<file path="src/rtl/du_vec.sv">
// du_vec: multi-lane log2-domain divider, exponent = log2|F| - log2|D| (Mitchell approximation).
// Optional beat/stall counters are enabled by defining DU_VEC_PERF_CNT_EN.
module du_vec #(
   parameter int W     = 32,
   parameter int Q     = 26,
   parameter int LANES = 4
) (
   input  logic               clk,
   input  logic               rst_n,
   input  logic               valid_in,
   output logic               ready_in,
   input  logic               mode,
   input  logic [LANES*W-1:0] F,
   input  logic [LANES*W-1:0] s_xi,
   output logic               valid_out,
   input  logic               ready_out,
   output logic [LANES*W-1:0] exponent,
   output logic [LANES-1:0]   result_sign,
   output logic [LANES-1:0]   zero_flag,
   output logic [LANES-1:0]   dbz_flag
`ifdef DU_VEC_PERF_CNT_EN
   ,
   output logic [31:0]        beat_cnt,
   output logic [31:0]        stall_cnt
`endif
);

   localparam int PW = $clog2(W);
   localparam logic [W-1:0] SMAX = {1'b0, {(W-1){1'b1}}};
   localparam logic [W-1:0] SMIN = {1'b1, {(W-1){1'b0}}};

   function automatic logic [W-1:0] sat_abs(input logic [W-1:0] x);
      if (x == SMIN) return SMAX;
      return x[W-1] ? -x : x;
   endfunction

   function automatic logic [PW-1:0] lead_one(input logic [W-1:0] x);
      logic [PW-1:0] p;
      p = '0;
      for (int i = 0; i < W-1; i++)
         if (x[i]) p = PW'(i);
      return p;
   endfunction

   // Normalise so the leading one sits at bit W-2; the Q bits beneath it are the fraction.
   function automatic logic [W-1:0] mlog2(input logic [W-1:0] x, input logic [PW-1:0] p);
      logic [W-1:0] norm;
      logic [Q-1:0] frac;
      logic [W-1:0] ip;
      norm = x << (PW'(W-2) - p);
      frac = norm[W-3 -: Q];
      ip   = W'({1'b0, p}) - W'(Q);
      return (ip << Q) | W'(frac);
   endfunction

   logic          init_q;
   logic          en;
   logic          acc;
   logic [2:0]    v_q;
   logic [W:0]    sum;
   logic [W-1:0]  f_w, d_w;
   logic [W-1:0]  magf_d [LANES];
   logic [W-1:0]  magd_d [LANES];
   logic [2:0]    fl_d   [LANES];
   logic [W-1:0]  magf0_q [LANES], magd0_q [LANES];
   logic [W-1:0]  magf1_q [LANES], magd1_q [LANES];
   logic [PW-1:0] pf1_q [LANES], pd1_q [LANES];
   logic [W-1:0]  lf2_q [LANES], ld2_q [LANES];
   logic [2:0]    fl0_q [LANES], fl1_q [LANES], fl2_q [LANES];

   assign en       = !valid_out || ready_out;
   assign ready_in = en && init_q;
   assign acc      = valid_in && ready_in;

   // Flag bundle per lane: [2] dbz, [1] zero, [0] final result sign.
   always_comb begin
      sum = '0;
      f_w = '0;
      d_w = '0;
      for (int i = 0; i < LANES; i++) begin
         magf_d[i] = '0;
         magd_d[i] = '0;
         fl_d[i]   = '0;
      end
      for (int i = 0; i < LANES; i++) begin
         f_w = F[i*W +: W];
         sum = {s_xi[i*W+W-1], s_xi[i*W +: W]} + ((W+1)'(!mode) << Q);
         if (sum[W] != sum[W-1]) d_w = sum[W] ? SMIN : SMAX;
         else                    d_w = sum[W-1:0];
         magf_d[i] = sat_abs(f_w);
         magd_d[i] = sat_abs(d_w);
         fl_d[i][2] = (d_w == '0);
         fl_d[i][1] = (f_w == '0);
         if (d_w == '0)      fl_d[i][0] = f_w[W-1];
         else if (f_w == '0) fl_d[i][0] = 1'b0;
         else                fl_d[i][0] = f_w[W-1] ^ d_w[W-1];
      end
   end

   always_ff @(posedge clk or negedge rst_n) begin
      if (!rst_n) begin
         init_q      <= 1'b0;
         v_q         <= '0;
         valid_out   <= 1'b0;
         exponent    <= '0;
         result_sign <= '0;
         zero_flag   <= '0;
         dbz_flag    <= '0;
         for (int i = 0; i < LANES; i++) begin
            magf0_q[i] <= '0;
            magd0_q[i] <= '0;
            magf1_q[i] <= '0;
            magd1_q[i] <= '0;
            pf1_q[i]   <= '0;
            pd1_q[i]   <= '0;
            lf2_q[i]   <= '0;
            ld2_q[i]   <= '0;
            fl0_q[i]   <= '0;
            fl1_q[i]   <= '0;
            fl2_q[i]   <= '0;
         end
      end else begin
         init_q <= 1'b1;
         if (en) begin
            v_q       <= {v_q[1:0], acc};
            valid_out <= v_q[2];
            for (int i = 0; i < LANES; i++) begin
               magf0_q[i] <= magf_d[i];
               magd0_q[i] <= magd_d[i];
               fl0_q[i]   <= fl_d[i];
               magf1_q[i] <= magf0_q[i];
               magd1_q[i] <= magd0_q[i];
               pf1_q[i]   <= lead_one(magf0_q[i]);
               pd1_q[i]   <= lead_one(magd0_q[i]);
               fl1_q[i]   <= fl0_q[i];
               lf2_q[i]   <= mlog2(magf1_q[i], pf1_q[i]);
               ld2_q[i]   <= mlog2(magd1_q[i], pd1_q[i]);
               fl2_q[i]   <= fl1_q[i];
               if (fl2_q[i][2])      exponent[i*W +: W] <= SMAX;
               else if (fl2_q[i][1]) exponent[i*W +: W] <= SMIN;
               else                  exponent[i*W +: W] <= lf2_q[i] - ld2_q[i];
               result_sign[i] <= fl2_q[i][0];
               zero_flag[i]   <= fl2_q[i][1];
               dbz_flag[i]    <= fl2_q[i][2];
            end
         end
      end
   end

`ifdef DU_VEC_PERF_CNT_EN
   always_ff @(posedge clk or negedge rst_n) begin
      if (!rst_n) begin
         beat_cnt  <= '0;
         stall_cnt <= '0;
      end else begin
         if (valid_out && ready_out)  beat_cnt  <= beat_cnt + 32'd1;
         if (valid_out && !ready_out) stall_cnt <= stall_cnt + 32'd1;
      end
   end
`endif

endmodule

</file>
<file path="config.mk">
export PLATFORM = sky130hd
export DESIGN_NAME = du_vec
export DESIGN_NICKNAME = d
export VERILOG_FILES = /design/src/rtl/du_vec.sv
export SDC_FILE = /design/constraint.sdc
export NUM_CORES = 2
export LEC_CHECK = 0
export ABC_AREA = 1
export BUFFER_PORTS_ARGS = -buffer_cell sky130_fd_sc_hd__buf_4
export CAP_MARGIN = 0
export CELL_PAD_IN_SITES_DETAIL_PLACEMENT = 1
export CELL_PAD_IN_SITES_GLOBAL_PLACEMENT = 1
export CORE_MARGIN = 2
export CORE_UTILIZATION = 45
export CTS_CLUSTER_DIAMETER = 200
export DETAILED_ROUTE_END_ITERATION = 8
export PLACE_DENSITY = 0.83
export SLEW_MARGIN = 20
export SYNTH_ARGS = -nofsm -noshare
export SYNTH_HDL_FRONTEND = slang
export SYNTH_SLANG_ARGS = --single-unit
</file>
<file path="constraint.sdc">
create_clock -name clk -period 3.6 [get_ports clk]
set_input_delay 0.72 -clock clk [delete_from_list [all_inputs] [get_ports clk]]
set_output_delay 0.72 -clock clk [all_outputs]
set_load 0.01 [all_outputs]
</file>
==> metrics.txt <==
outcome finished clean; final worst setup slack 0.163 ns; YS warnings 0; Top FF cell, synth dfrtp_1; Site Rows 136; initial drt markers 3796; port buffer count 402; Slew @ Worst Pin 0.998 ns; setup_tns 0 ns; Die X 375 um; drt drc 0; Critical Path RT 4.15 ns; vias in the first global route 65500; Detail Route Antenna Nets 0; gr ovfl total 0; Max rail drop VDD 0.600 mV; Yosys reg bits 965; Crit. End Element register; unrepaired setup endpoints after global routing yes; family with the most delay on the worst path simple AND/OR/NAND/NOR gates; worst slack at placement -0.713 ns; CTS Root Cell clkbuf_16; Ports 403; clock transition at the registers of the reported paths 0.06 ns; Routed Wire Length 222000 um; clk sink count 965; Initial Util 45.2%; # setup viols final 0; DRT Pass-1 Iters 5; FMAX 291 MHz; fraction of registers with async set/reset 100%; Period Utilization, post-route 95.5%; area of the mapped netlist 61900 sq um; R2R Setup Slk 0.16 ns; Post-synth top cells nand2_1, o21ai_0, dfrtp_1, inv_1, nor2_1; largest cells by area after synthesis dfrtp_1, nand2_1, o21ai_0; syn nets 9093; Min Hold Slack 0.280 ns; critical path class reg -> reg; Mapped Avg Cell Area 7.16 sq um; CP endpoint exponent[122]$_DFFE_PN0N_; cell depth of the worst flop-to-flop path 19; Die Ht 375 um; CTS tree built; DR vias/cell 5.55; Avg WL per Cell 19.9 um; Final Hold Vio Count 0; Synth area leader dfrtp_1; Num CTS Buffers 111; fillers 17400; CP cell instances inv_1 -> ha_1 -> inv_1 -> fa_1 -> nand3_1 -> nand3_1 -> nand2_1 -> nand2_1 -> a21oi_2 -> inv_1 -> a21oi_1 -> nor3_1 -> nor2_1 -> inv_1 -> a21o_1 -> a21o_1 -> or2_2 -> nand3_1 -> nand3_1; finished layout cell area 73700 sq um; r2r endpoint exponent[122]$_DFFE_PN0N_; CP Buf/Inv Count 4; r2r startpoint lf2_q[0]$_DFFE_PN0N_; Worst slew margin 33.2%; Final Wtd Congestion 0.930; total core area 137000 sq um; PD cells 1050 nW/um^2; via count 61900; worst setup path start lf2_q[0]$_DFFE_PN0N_; antenna violations before repair 4; Layout Skew 0.0324 ns; Syn Inst Count 8656; CP max stage cell fa_1; dpl cell area 69800 sq um; H-tree levels 3; Die Area 141000 sq um; Tmin final 3.44 ns; Seq/Total Area, Yosys 39.0%; Max Buffers Root-to-Sink 3; fin nets 9708; Yosys cell types 66; post-synth top area share 39.0%; max cap viols 0; layout cells sized above 1 13.4%; Crit path depth 19; peak per-stage delay on the critical path 0.41 ns; Worst-Skew Late Latency 0.74 ns; max-slew violations 0; Final Core Density 53.8%; LEAKAGE 36.3 nW; pin count of the biggest net entering global routing 176; DP HPWL 171000 um; global-route wire length before repair 356000 um; critical path arrival 3.99 ns; largest fanout on the critical path 4; GRT Util Overall 31.2%; critical path launch point type register; Min-Delay Path Class in -> reg; most frequent cell after synthesis nand2_1; Layout Area Growth over Synthesis 19.0%; Post-synth EDFFs 0
-- sequential cells by signal (all words and copies together), names as in the netlist --
name / count
exponent: 128
ld2_q: 128
lf2_q: 128
magd0_q: 124
magf0_q: 124
magd1_q: 120
magf1_q: 120
pd1_q: 20
pf1_q: 20
fl0_q: 12
fl1_q: 12
fl2_q: 12
dbz_flag: 4
result_sign: 4
zero_flag: 4
v_q: 3
init_q: 1
valid_out: 1
-- per-stage QoR --
stage                     power [mW]  instances
after floorplan                 49.3       8656
after global placement          63.5      10900
after detailed placement        65.2      10900
after CTS                       77.5      11200
after global routing            84.3      11200
final                           77.7      11200
-- cells in the final DEF (no fill, tap or decap), types with 68 or more instances in the layout --
cell / n
inv_1: 918
o22ai_1: 100
nor3_1: 74
a21oi_1: 312
dfrtp_1: 965
o221ai_1: 68
ha_1: 172
mux2i_1: 125
xnor2_1: 98
o21ai_0: 1035
xor2_1: 118
clkbuf_16: 113
a22oi_1: 89
buf_4: 885
nand2_1: 2458
nor2_1: 647
nand3_1: 384
o211ai_1: 172
-- metal layers --
layer  share of wire, %  track usage [%]
met3                3.1             3.23
met2                 50             55.1
met4                4.2             12.1
met1                 43             39.1
met5                  0                0
-- cells by family after synthesis --
| kind of cell | after synthesis | synth area share (%) |
|---|---|---|
| other cells | 1 | 0.00605 |
| flops | 965 | 39.0 |
| compound gates | 2000 | 18.7 |
| simple gates | 3781 | 24.9 |
| mux | 125 | 2.02 |
| fa+ha+maj | 176 | 3.60 |
| buf+inv | 1376 | 8.47 |
| xor+xnor | 232 | 3.29 |
-- worst register-to-register path, delay by kind of cell, from the launching register on --
family                     cells  cell delay (ns)
and+or+nand+nor                9             1.17
DFF                            1             0.36
buffers and inverters          4             0.35
AOI/OAI and AO/OA              4             0.82
adders and majority gates      2             0.57
-- timing repair --
| item | 4_1_cts | 5_1_grt |
|---|---|---|
| hold buffers | 1 | 0 |
| gates resized for setup | 2 | 42 |
| endpoints found under the setup margin | 1 | 99 |
| pin swaps | 0 | 6 |
| buffers inserted | 0 | 4 |
| hold endpoints to repair | 25 | 0 |
-- where the power goes --
| group | total, mW | leakage, nW | internal [mW] | switching, mW |
|---|---|---|---|---|
| Combinational | 47.0 | 23.1 | 16.3 | 30.7 |
| Sequential | 19.1 | 11.4 | 15.7 | 3.39 |
| Clock | 11.7 | 1.82 | 6.88 | 4.80 |
| Total | 77.7 | 36.3 | 38.8 | 38.9 |
-- worst min path at each step --
stage                                  start  slack, ns                        to  cells past startpoint
after floorplan                        rst_n       0.42   dbz_flag[0]$_DFFE_PN0N_                      0
after global placement    v_q[2]$_DFFE_PN0N_       0.45     valid_out$_DFFE_PN0N_                      2
after detailed placement  v_q[2]$_DFFE_PN0N_       0.44     valid_out$_DFFE_PN0N_                      2
after CTS                              F[30]       0.23  magf0_q[126]$_DFFE_PN0N_                      3
after global routing                valid_in       0.28        v_q[0]$_DFFE_PN0N_                      3
final                                  F[30]       0.28  magf0_q[126]$_DFFE_PN0N_                      3
-- layout make-up --
cell class,count,area (sq um),share of cell area (%)
Inverter,964,3640,4.94
Timing Repair Buffer,914,7200,9.77
Antenna cell,4,10.0,0.0136
Clock inverter,44,528,0.716
Clock buffer,158,3210,4.35
Multi-Input combinational cell,6315,32700,44.4
Tap cell,1794,2240,3.04
Sequential cell,965,24100,32.8
No activity file was read; power rests on OpenSTA's default activity.
